**src/rtl/multdiv_if.sv**
```systemverilog
// Bundle of pipeline-side and unit-side signals around the multdiv controller.
// The controller uses the slave modport; the pipeline/unit environment uses master.
interface multdiv_if;
  logic        ctrl_MULT;
  logic        ctrl_DIV;
  logic [31:0] data_operandA;
  logic [31:0] data_operandB;
  logic [31:0] unit_operandA;
  logic [31:0] unit_operandB;
  logic        mult_start;
  logic        div_start;
  logic [31:0] mult_result;
  logic        mult_exception;
  logic        mult_resultRDY;
  logic [31:0] div_result;
  logic        div_exception;
  logic        div_resultRDY;
  logic [31:0] data_result;
  logic        data_exception;
  logic        data_resultRDY;
  logic        busy;

  modport slave (
    input  ctrl_MULT, ctrl_DIV, data_operandA, data_operandB,
    input  mult_result, mult_exception, mult_resultRDY,
    input  div_result, div_exception, div_resultRDY,
    output unit_operandA, unit_operandB, mult_start, div_start,
    output data_result, data_exception, data_resultRDY, busy
  );

  modport master (
    output ctrl_MULT, ctrl_DIV, data_operandA, data_operandB,
    output mult_result, mult_exception, mult_resultRDY,
    output div_result, div_exception, div_resultRDY,
    input  unit_operandA, unit_operandB, mult_start, div_start,
    input  data_result, data_exception, data_resultRDY, busy
  );
endinterface

```
**src/rtl/multdiv_controller.sv**
```systemverilog
// Sequencer for the shared iterative multiplier/divider of the multdiv stage.
// Optional WAIT timeout is enabled by defining MULTDIV_TIMEOUT_EN.
//
// state | meaning
// IDLE  | no operation in flight
// START | operands latched, one-cycle start to the selected unit
// WAIT  | waiting for the selected unit's resultRDY
// DONE  | captured result presented with data_resultRDY
module multdiv_controller #(
  parameter int TIMEOUT_CYCLES = 40,
  parameter int CNT_WIDTH      = 6
) (
  input logic       clock,
  input logic       reset,
  multdiv_if.slave  bus
);

  typedef enum logic [1:0] {IDLE, START, WAIT, DONE} state_t;

  state_t                state, state_nxt;
  logic [31:0]           opa, opb;
  logic                  op_is_div;
  logic [CNT_WIDTH-1:0]  cnt;
  logic [31:0]           result_q;
  logic                  exception_q;

  logic                  accept;
  logic                  sel_rdy;
  logic                  div_by_zero;
  logic                  timeout_hit;
  logic                  capture;
  logic [31:0]           cap_result;
  logic                  cap_exception;

  assign accept      = bus.ctrl_MULT | bus.ctrl_DIV;
  assign sel_rdy     = op_is_div ? bus.div_resultRDY : bus.mult_resultRDY;
  assign div_by_zero = op_is_div && (opb == 32'd0);

`ifdef MULTDIV_TIMEOUT_EN
  // Fires on the last WAIT cycle so DONE begins TIMEOUT_CYCLES after WAIT entry.
  assign timeout_hit = (cnt == CNT_WIDTH'(TIMEOUT_CYCLES - 1));
`else
  logic unused_timeout_cfg;
  assign timeout_hit        = 1'b0;
  assign unused_timeout_cfg = (TIMEOUT_CYCLES != 0) ^ (^cnt);
`endif

  always_comb begin
    state_nxt     = state;
    capture       = 1'b0;
    cap_result    = 32'd0;
    cap_exception = 1'b0;
    case (state)
      IDLE: begin
        if (accept) state_nxt = START;
      end
      START: begin
        if (accept) begin
          state_nxt = START;
        end else if (div_by_zero) begin
          state_nxt     = DONE;
          capture       = 1'b1;
          cap_exception = 1'b1;
        end else begin
          state_nxt = WAIT;
        end
      end
      WAIT: begin
        if (accept) begin
          state_nxt = START;
        end else if (sel_rdy) begin
          state_nxt     = DONE;
          capture       = 1'b1;
          cap_result    = op_is_div ? bus.div_result : bus.mult_result;
          cap_exception = op_is_div ? bus.div_exception : bus.mult_exception;
        end else if (timeout_hit) begin
          state_nxt     = DONE;
          capture       = 1'b1;
          cap_exception = 1'b1;
        end
      end
      DONE: begin
        state_nxt = accept ? START : IDLE;
      end
      default: state_nxt = IDLE;
    endcase
  end

  always_ff @(posedge clock or posedge reset) begin
    if (reset) begin
      state       <= IDLE;
      opa         <= 32'd0;
      opb         <= 32'd0;
      op_is_div   <= 1'b0;
      cnt         <= '0;
      result_q    <= 32'd0;
      exception_q <= 1'b0;
    end else begin
      state <= state_nxt;
      if (accept) begin
        opa       <= bus.data_operandA;
        opb       <= bus.data_operandB;
        op_is_div <= ~bus.ctrl_MULT;
        cnt       <= '0;
      end else if (state == WAIT && cnt != '1) begin
        cnt <= cnt + 1'b1;
      end
      if (capture) begin
        result_q    <= cap_result;
        exception_q <= cap_exception;
      end
    end
  end

  assign bus.unit_operandA  = opa;
  assign bus.unit_operandB  = opb;
  assign bus.mult_start     = (state == START) && !op_is_div;
  assign bus.div_start      = (state == START) && op_is_div && (opb != 32'd0);
  assign bus.data_result    = result_q;
  assign bus.data_exception = exception_q;
  assign bus.data_resultRDY = (state == DONE);
  assign bus.busy           = (state != IDLE);

endmodule

```
**src/flat_wrapper.sv**
```systemverilog
// flat-port wrapper written by rule: the top's interface ports become plain ports
module multdiv_controller_flat 
#(
  parameter int TIMEOUT_CYCLES = 40,
  parameter int CNT_WIDTH      = 6
)
  (clock, reset, bus_ctrl_MULT, bus_ctrl_DIV, bus_data_operandA, bus_data_operandB, bus_mult_result, bus_mult_exception, bus_mult_resultRDY, bus_div_result, bus_div_exception, bus_div_resultRDY, bus_unit_operandA, bus_unit_operandB, bus_mult_start, bus_div_start, bus_data_result, bus_data_exception, bus_data_resultRDY, bus_busy);
  multdiv_if bus_i ();
  input logic clock;
  input logic reset;
  input wire logic [$bits(bus_i.ctrl_MULT)-1:0] bus_ctrl_MULT;
  input wire logic [$bits(bus_i.ctrl_DIV)-1:0] bus_ctrl_DIV;
  input wire logic [$bits(bus_i.data_operandA)-1:0] bus_data_operandA;
  input wire logic [$bits(bus_i.data_operandB)-1:0] bus_data_operandB;
  input wire logic [$bits(bus_i.mult_result)-1:0] bus_mult_result;
  input wire logic [$bits(bus_i.mult_exception)-1:0] bus_mult_exception;
  input wire logic [$bits(bus_i.mult_resultRDY)-1:0] bus_mult_resultRDY;
  input wire logic [$bits(bus_i.div_result)-1:0] bus_div_result;
  input wire logic [$bits(bus_i.div_exception)-1:0] bus_div_exception;
  input wire logic [$bits(bus_i.div_resultRDY)-1:0] bus_div_resultRDY;
  output wire logic [$bits(bus_i.unit_operandA)-1:0] bus_unit_operandA;
  output wire logic [$bits(bus_i.unit_operandB)-1:0] bus_unit_operandB;
  output wire logic [$bits(bus_i.mult_start)-1:0] bus_mult_start;
  output wire logic [$bits(bus_i.div_start)-1:0] bus_div_start;
  output wire logic [$bits(bus_i.data_result)-1:0] bus_data_result;
  output wire logic [$bits(bus_i.data_exception)-1:0] bus_data_exception;
  output wire logic [$bits(bus_i.data_resultRDY)-1:0] bus_data_resultRDY;
  output wire logic [$bits(bus_i.busy)-1:0] bus_busy;
  assign bus_i.ctrl_MULT = bus_ctrl_MULT;
  assign bus_i.ctrl_DIV = bus_ctrl_DIV;
  assign bus_i.data_operandA = bus_data_operandA;
  assign bus_i.data_operandB = bus_data_operandB;
  assign bus_i.mult_result = bus_mult_result;
  assign bus_i.mult_exception = bus_mult_exception;
  assign bus_i.mult_resultRDY = bus_mult_resultRDY;
  assign bus_i.div_result = bus_div_result;
  assign bus_i.div_exception = bus_div_exception;
  assign bus_i.div_resultRDY = bus_div_resultRDY;
  assign bus_unit_operandA = bus_i.unit_operandA;
  assign bus_unit_operandB = bus_i.unit_operandB;
  assign bus_mult_start = bus_i.mult_start;
  assign bus_div_start = bus_i.div_start;
  assign bus_data_result = bus_i.data_result;
  assign bus_data_exception = bus_i.data_exception;
  assign bus_data_resultRDY = bus_i.data_resultRDY;
  assign bus_busy = bus_i.busy;
  multdiv_controller #(.TIMEOUT_CYCLES(TIMEOUT_CYCLES), .CNT_WIDTH(CNT_WIDTH)) u_core (.clock(clock), .reset(reset), .bus(bus_i));
endmodule
```
**config.mk**
```make
export PLATFORM = sky130hd
export DESIGN_NAME = multdiv_controller_flat
export DESIGN_NICKNAME = d
export VERILOG_FILES = /design/src/rtl/multdiv_if.sv /design/src/rtl/multdiv_controller.sv /design/src/flat_wrapper.sv
export SDC_FILE = /design/constraint.sdc
export NUM_CORES = 1
export LEC_CHECK = 0
export CORE_MARGIN = 2
export CORE_UTILIZATION = 39
export CTS_CLUSTER_DIAMETER = 50
export CTS_CLUSTER_SIZE = 12
export DETAILED_ROUTE_END_ITERATION = 10
export PLACE_DENSITY_LB_ADDON = 0.25
export SLEW_MARGIN = 10
export SYNTH_ARGS = -nofsm -noshare
export SYNTH_HDL_FRONTEND = slang
export SYNTH_SLANG_ARGS = --single-unit
```
**constraint.sdc**
```tcl
create_clock -name clock -period 3.7 [get_ports clock]
set_input_delay 0.74 -clock clock [delete_from_list [all_inputs] [get_ports clock]]
set_output_delay 0.74 -clock clock [all_outputs]
set_load 0.02 [all_outputs]
```
## Word level (Yosys, flattened, before mapping)

Index checks and enable logic that the tools add are counted.

- Register bits after elaboration: 100
- Latch bits: 0
- Bits in writable memories: 0
- ROM bits: 0
- Bits of input ports: 136
- Output and inout bits: 101
- Logic and storage cells: 44
- Memories: 0

- $add $sub $neg: 0
- Multipliers: 0
- Divide/modulo/power cells: 0
- $lt $le $gt $ge: 0
- Equality and inequality tests: 5
- Shifts and indexed selects: 0
- Mux-type cells: 21
- Bitwise logic cells: 2
- Reductions and logical operators: 10

Operators with widths:

| operator | count |
|---|---|
| $mux 32 | 4 |
| $logic_not 32->1 | 1 |
| $reduce_bool 32->1 | 1 |
| $mux 1 | 10 |
| $mux 2 | 4 |
| $pmux 2 s4 | 1 |
| $eq 2x2->1 const B | 2 |
| $logic_and 1x1->1 | 4 |
| $pmux 1 s2 | 2 |
| $ne 3x1->1 const B | 1 |
| $eq 2x1->1 const B | 1 |
| $logic_not 2->1 | 1 |
| $ne 2x1->1 const B | 1 |
| $reduce_and 2->1 | 1 |
| $reduce_bool 2->1 | 1 |
| $logic_not 1->1 | 1 |
| $not 1->1 | 1 |
| $or 1x1->1 | 1 |

## Longest topological paths before layout

Gate-level depths: netlist (run 1).

- Word-level depth: 5
- Gate-level depth with buffers: 6
- Mapped depth without buffers: 6

## Least setup slack after synthesis (run 1)

No wires, ideal clock.

- Path type: reg2out
- Start: register u_core.opb[26], in the netlist u_core.bus.unit_operandB[26]
- End: output port bus_div_start
- Arrival time: 1,123 ps
- Required time: 2,960 ps
- Setup slack: 1,837 ps
- Stages on the path, launching flop included: 5
- Path buffers: 0
- Cells stage by stage: dfrtp_1 > nor4_1 > nand4_1 > nor2_1 > nor2_1

- Word-level cells in the longest chain between the ends: 2

Ends and longest elaborated chain:

| what | RTL line | RTL |
|---|---|---|
| start, declared | multdiv_controller.sv:21 | `logic [31:0] opa, opb;` |
| start signal, assigned | multdiv_controller.sv:102 | `opb <= bus.data_operandB;` |
| $reduce_bool 32->1 | multdiv_controller.sv:118 | `assign bus.div_start = (state == START) && op_is_div && (opb != 32'd0);` |
| $logic_and 1x1->1 | multdiv_controller.sv:118 |  |
| end, declared | flat_wrapper.sv:24 | `output wire logic [$bits(bus_i.div_start)-1:0] bus_div_start;` |

No other way between the ends.

## Final worst setup path (run 1)

- Start: register u_core.opb[25], in the netlist u_core.bus.unit_operandB[25]
- End: output port bus_div_start

Same word-level chain as after synthesis.

==> summary.md, run 1 <==
| Metric | Value |
|---|---|
| # H-tree levels | `3` |
| Die Wd | `108 um` |
| CTS tree | `done` |
| Max-slew headroom | `0.522` |
| Vias | `3325` |
| Pin count of the biggest net entering global routing | `57` |
| CP max FO | `4` |
| Final Setup Violations | `0` |
| Cts bufs inserted | `9` |
| Die height | `108 um` |
| Gate count after technology mapping | `294` |
| Seq/Total Area, Yosys | `0.589` |
| # DRC | `0` |
| Vias in the first global route | `3462` |
| Synth cell count leaders | `100 x dfrtp_1, 65 x mux2_2, 33 x mux2i_1, 30 x o2bb2ai_1` |
| RePlAce Congestion | `0.738` |
| Min Hold Slack | `0.494 ns` |
| Final cell count without fillers | `672` |
| Tot Pwr | `3.16 mW` |
| Top cell type's share of synthesized area | `0.589` |
| P&R area growth vs syn | `63.7%` |
| CP Data Arrival Time | `2.21 ns` |
| Peak supply drop | `0.000224 V` |
| EDFF count, synth | `0` |
| Worst setup margin | `0.753 ns` |
| Ratio of cells with drive above 1 in the final layout | `0.169` |
| I/O Buffers | `236` |
| Post_cts resized | `0` |
| Tmin final | `2.95 ns` |
| Core Footprint | `10700 um^2` |
| Clock-pin transition on the worst setup and hold timing paths | `0.09 ns` |
| Max-cap violation count | `0` |
| FF/Latch Area | `2500 um^2` |
| Yosys warns | `0` |
| Die Area | `11800 um^2` |
| HPWL Detailed | `8.71 mm` |
| Req. time, crit path | `2.96 ns` |
| Nets@finish | `669` |
| Worst Setup Path Type | `flop to output pin` |
| Final Skew | `0.0104 ns` |
| Distinct cells, synth | `26` |
| Highest Clock Rate | `339 MHz` |
| Area leader, netlist | `dfrtp_1` |
| Final Max Slew Viols | `0` |
| First-pass GRT wire length | `17.4 mm` |
| GRT overflow | `0` |
| Seq cells post-synth | `100` |
| Remaining antenna violation count after routing | `0` |
| DR WL/cell | `17.2 um` |
| Pre-antenna DRT Iters | `4` |
| Inst Count DP | `657` |
| Root buf cell | `clkbuf_8` |
| CP dominant cell by count | `nor2_1` |
| Pre-CTS setup slack | `1.13 ns` |
| Final Hold Viols | `0` |
| 1st-iter DRT viols | `52` |
| Final WL | `11.6 mm` |
| Utilization after layout | `0.648` |
| Ys flop type | `dfrtp_1` |
| CP max-delay cell | `clkdlybuf4s50_1` |
| # diodes | `0` |
| Synth Net Count | `435` |
| Area of the multi-input gates | `1630 um^2` |
| Initial Utilization | `0.396` |
| Crit share post-route | `0.797` |
| Setup repair bufs after CTS | `0` |
| Post-Syn Area | `4250 um^2` |
| Initial antenna violation count | `0` |
| CTS Hold Bufs | `0` |
| Largest cells by area after synthesis | `dfrtp_1 59%, mux2_2 17%, mux2i_1 7.8%, o2bb2ai_1 6.2%, ha_1 1.5%` |
| Syn_area_per_cell | `14.5 um^2` |
| Least-Margin Pin Slew | `0.718 ns` |
| Clk sink count | `100` |
| Post-route cell area | `6960 um^2` |
| Fillers | `868` |
| I/O Pins | `237` |
| Startpoint Class | `flop` |
| Drt via density | `4.95` |
| Crit end category | `output pin` |
| Max stage delay on crit path | `0.56 ns` |
| Worst hold path type | `flop to flop` |
| Placed Area | `6750 um^2` |
| Setup Total Neg Slack | `0 ns` |
| Status | `complete, no violations` |
| Cell Chain, Critical Path | `nor4_1 -> nand4_1 -> nor2_1 -> nor2_1 -> clkdlybuf4s50_1` |
| Total track usage | `0.193` |
| Top-count cell post-synth | `dfrtp_1` |
| Row cnt | `38` |
| PwrDens | `454 nW/um^2` |
| Clk_lat worst skew | `0.36 ns` |
| RSZ-0062 raised after global routing | `no` |
| Post-synth ARST share | `1.00` |
| Clk buf depth | `2` |
| LEAKAGE | `2.83 nW` |
-- worst paths after layout --
kind,slack (ns),startpoint,cells after the start,to
max in group asynchronous,2.16,reset,3,u_core.bus.data_result[26]$_DFFE_PP0P_
min reg2reg,0.49,u_core.bus.data_result[19]$_DFFE_PP0P_,1,u_core.bus.data_result[19]$_DFFE_PP0P_
max,0.75,u_core.bus.unit_operandB[25]$_DFFE_PP0N_,5,bus_div_start
max reg2reg,1.25,u_core.op_is_div$_DFFE_PP0N_,5,u_core.bus.data_exception$_DFFE_PP0P_
min,0.49,u_core.bus.data_result[19]$_DFFE_PP0P_,1,u_core.bus.data_result[19]$_DFFE_PP0P_
min in group asynchronous,0.80,reset,2,u_core.bus.unit_operandA[30]$_DFFE_PP0N_
-- kinds of logic (layout without fill, tap and decap cells) --
family	Yosys count	after routing	synth area share
AOI/OAI and AO/OA	40	40	0.0839
adders and majority gates	5	5	0.0147
buffers and inverters	24	262	0.0291
DFF	100	100	0.589
muxes	98	98	0.250
and+or+nand+nor	27	27	0.0338
-- placed cells by master, fill, tap and decap left out, drive strengths merged, types with 2 or more instances in the layout --
| master | count |
|---|---|
| ha | 5 |
| buf | 4 |
| dfrtp | 100 |
| nand4 | 4 |
| clkinv | 2 |
| mux2i | 33 |
| clkdlybuf4s50 | 236 |
| bufinv | 2 |
| o31a | 2 |
| o2bb2ai | 32 |
| mux2 | 65 |
| nor2 | 9 |
| nor2b | 2 |
| inv | 7 |
| nor4 | 8 |
| clkbuf | 11 |
-- power by group --
group          leakage, nW  total (mW)  internal, mW  switching [mW]
Combinational         1.49        1.06         0.588           0.470
Clock                0.109       0.756         0.396           0.360
Sequential            1.23        1.35          1.25          0.0970
-- worst max-delay path: cells and delay by family, from the launching register on --
kind                   cells  cell delay, ns
AND/OR/NAND/NOR            4            0.88
flip-flops                 1            0.40
buffers and inverters      1            0.56
-- final cells by class --
class,count,area share
sequential,100,0.360
timing repair buffer,240,0.345
multi-input combinational,170,0.235
tap,140,0.0252
clock buffer,11,0.0203
clock inverter,4,0.0106
inverter,7,0.00413
-- flip-flops by register name (all words and copies together), names as in the netlist --
name	flops
u_core.bus.data_exception	1
u_core.bus.data_result	32
u_core.bus.unit_operandA	32
u_core.bus.unit_operandB	32
u_core.op_is_div	1
u_core.state	2
-- metal layers --
layer  up-vias  track usage  share of wire
met3        12       0.0922           0.13
met2       160        0.321           0.48
met1      1597        0.215           0.38
met4         0       0.0696          0.013
li1       1556            -              -
met5         -            0              0
No activity file was read; power rests on OpenSTA's default activity.
==> run 2: changes to the inputs <==
--- a/config.mk
+++ b/config.mk
@@ -6,7 +6,7 @@
 export NUM_CORES = 1
 export LEC_CHECK = 0
 export CORE_MARGIN = 2
-export CORE_UTILIZATION = 39
+export CORE_UTILIZATION = 35
 export CTS_CLUSTER_DIAMETER = 50
 export CTS_CLUSTER_SIZE = 12
 export DETAILED_ROUTE_END_ITERATION = 10
==> constraint.sdc (replaced) <==
create_clock -name clock -period 2.42 [get_ports clock]
set_input_delay 0.484 -clock clock [delete_from_list [all_inputs] [get_ports clock]]
set_output_delay 0.484 -clock clock [all_outputs]
set_load 0.02 [all_outputs]
==> summary.md, run 2 (synthesized netlist as in run 1, its figures left out) <==
| Metric | Value |
|---|---|
| PwrDens | `719 nW/um^2 (+58%)` |
| Logic gate share of total power | `0.318 (-0.016)` |
| Core Footprint | `11900 um^2 (+11%)` |
| Ratio of cells with drive above 1 in the final layout | `0.184 (+0.0152)` |
| Initial antenna violation count | `0 (unchanged)` |
| Initial Utilization | `0.357 (-0.0387)` |
| Root buf cell | `clkbuf_16` |
| Vias | `3343 (+0.54%)` |
| # DRC | `0 (unchanged)` |
| Vias in the first global route | `3519 (+1.6%)` |
| Max-slew headroom | `0.534 (+0.0125)` |
| Final Skew | `0.0108 ns (+0.000414 ns)` |
| Setup Total Neg Slack | `0 ns (unchanged)` |
| Clk buf depth | `2 (unchanged)` |
| Startpoint Class | `flop` |
| R2R depth | `5 (unchanged)` |
| Req. time, crit path | `1.94 ns (-1.02 ns)` |
| Clock-pin transition on the worst setup and hold timing paths | `0.06 ns (-0.03 ns)` |
| Pin count of the biggest net entering global routing | `101 (+77%)` |
| Drt via density | `4.89 (-1.2%)` |
| Hold path endpoint | `u_core.bus.data_result[7]$_DFFE_PP0P_` |
| Inst Count DP | `667 (+1.5%)` |
| CP Data Arrival Time | `1.79 ns (-0.42 ns)` |
| Nets@finish | `673 (+0.60%)` |
| # H-tree levels | `3 (unchanged)` |
| Seq pwr share | `0.405 (-0.021)` |
| DR WL/cell | `17.3 um (+0.71%)` |
| Reg-to-Reg Start | `u_core.bus.unit_operandB[25]$_DFFE_PP0N_` |
| Die height | `114 um (+5.4%)` |
| Final Max Slew Viols | `0 (unchanged)` |
| Total track usage | `0.177 (-0.0156)` |
| Cells on Worst Hold Path | `1 (unchanged)` |
| Final Hold Viols | `0 (unchanged)` |
| Final WL | `11.9 mm (+2.5%)` |
| Internal | `3.61 mW (+62%)` |
| Row cnt | `40 (+5.3%)` |
| Commonest non-fill, non-tap cell in the layout | `clkdlybuf4s50_1` |
| Final Setup Violations | `0 (unchanged)` |
| Sw power | `1.49 mW (+61%)` |
| I/O Buffers | `236 (unchanged)` |
| P&R area growth vs syn | `67.1%` |
| Min-delay src | `u_core.bus.data_result[7]$_DFFE_PP0P_` |
| Peak supply drop | `0.000406 V (+82%)` |
| Tot Pwr | `5.11 mW (+62%)` |
| Die Wd | `114 um (+5.4%)` |
| LEAKAGE | `2.89 nW (+2.1%)` |
| Tmin final | `2.28 ns` |
| Worst Setup Path Type | `flop to output pin` |
| Clk sink count | `100 (unchanged)` |
| Buf+Inv Stages, Crit Path | `1 (unchanged)` |
| Highest Clock Rate | `439 MHz` |
| I/O Pins | `237 (unchanged)` |
| Reg-to-reg slack, setup | `0.36 ns (-0.89 ns)` |
| Max-cap violation count | `0 (unchanged)` |
| Utilization after layout | `0.596 (-0.0513)` |
| Min Hold Slack | `0.489 ns (-0.00481 ns)` |
| # diodes | `0 (unchanged)` |
| CP max-delay cell | `dfrtp_1` |
| Final cell count without fillers | `684 (+1.8%)` |
| Clk pwr share | `0.277 (+0.038)` |
| Crit share post-route | `0.941` |
| 1st-iter DRT viols | `145 (+180%)` |
| GRT overflow | `0 (unchanged)` |
| RePlAce Congestion | `0.735 (-0.50%)` |
| Least-Margin Pin Slew | `0.699 ns (-0.0187 ns)` |
| Worst hold path type | `flop to flop` |
| Pre-antenna DRT Iters | `4 (unchanged)` |
| Crit end category | `output pin` |
| Die Area | `13000 um^2 (+11%)` |
| CP max FO | `3 (-1)` |
| Cell Chain, Critical Path | `nor4_2 -> nand4_1 -> nor2_1 -> nor2_1 -> dlygate4sd2_1` |
| Sw Share | `0.292 (-0.000751)` |
| R2r endpoint | `u_core.bus.data_result[9]$_DFFE_PP0P_` |
| Cts bufs inserted | `9 (unchanged)` |
| Clk_lat worst skew | `0.34 ns (-0.02 ns)` |
| CTS tree | `done` |
| CP dominant cell by count | `nor2_1` |
| RSZ-0062 raised after global routing | `no` |
| Max stage delay on crit path | `0.41 ns (-0.15 ns)` |
| Remaining antenna violation count after routing | `0 (unchanged)` |
| Status | `complete, no violations` |
| Critical path's top delay family | `simple AND/OR/NAND/NOR gates` |
| Most frequent cells in the layout | `234 x clkdlybuf4s50_1, 99 x dfrtp_1, 65 x mux2_2` |
| First-pass GRT wire length | `18.0 mm (+3.5%)` |
| HPWL Detailed | `8.99 mm (+3.2%)` |
| CTS Hold Bufs | `0 (unchanged)` |
[run 2: stage by stage]
step / instance area (um^2) / setup slack (ns)
6_report: 7100 / 0.143
4_1_cts: 7100 / 0.0543
2_1_floorplan: 4260 / 0.710
3_3_place_gp: 6780 / 0.151
5_1_grt: 7100 / 0.000131
3_5_place_dp: 6780 / 0.0878
[run 2: how the worst max path moves through the flow]
stage	slack [ns]	cells after the start	to	startpoint
global route	0.0001	5	bus_div_start	u_core.bus.unit_operandB[0]$_DFFE_PP0N_
CTS	0.05	4	bus_mult_start	u_core.state[1]$_DFFE_PP0P_
floorplan	0.71	5	u_core.bus.data_result[19]$_DFFE_PP0P_	u_core.bus.unit_operandB[26]$_DFFE_PP0N_
global placement	0.15	5	u_core.bus.data_exception$_DFFE_PP0P_	bus_div_resultRDY
finish	0.14	5	bus_div_start	u_core.bus.unit_operandB[25]$_DFFE_PP0N_
detailed placement	0.09	5	u_core.bus.data_exception$_DFFE_PP0P_	bus_div_resultRDY
[run 2: power groups by stage]
stage	Combinational [mW]	Clock, mW	Sequential, mW
after floorplan	0.488	0	2.37
after global placement	1.62	0	2.08
after detailed placement	1.64	0	2.10
after CTS	1.65	1.46	2.07
after global routing	1.73	1.54	2.10
final	1.62	1.41	2.07
[run 2: per-layer routing]
metal  track usage  up-vias  wire length, um
met5             0        -                0
met4        0.0366        0               53
met3        0.0916        4             1400
met2         0.304      147             5800
met1         0.197     1623             4610
li1              -     1569                -
[run 2: repair_timing]
| action | in CTS | in global routing |
|---|---|---|
| endpoints found under the setup margin | 1 | 2 |
| gates resized for setup | 4 | 2 |
| setup buffers | 1 | 0 |
| pin swaps | 2 | 0 |
[run 2: final cells by class]
| class | count | area [um^2] |
|---|---|---|
| fillers | 970 | 4810 |
| multi-input cells | 170 | 1660 |
| flip-flops and latches | 100 | 2500 |
| clock buffers | 10 | 229 |
| clock inverters | 6 | 63.8 |
| well taps | 147 | 184 |
| inverters | 7 | 30.0 |
| repair buffers | 244 | 2440 |
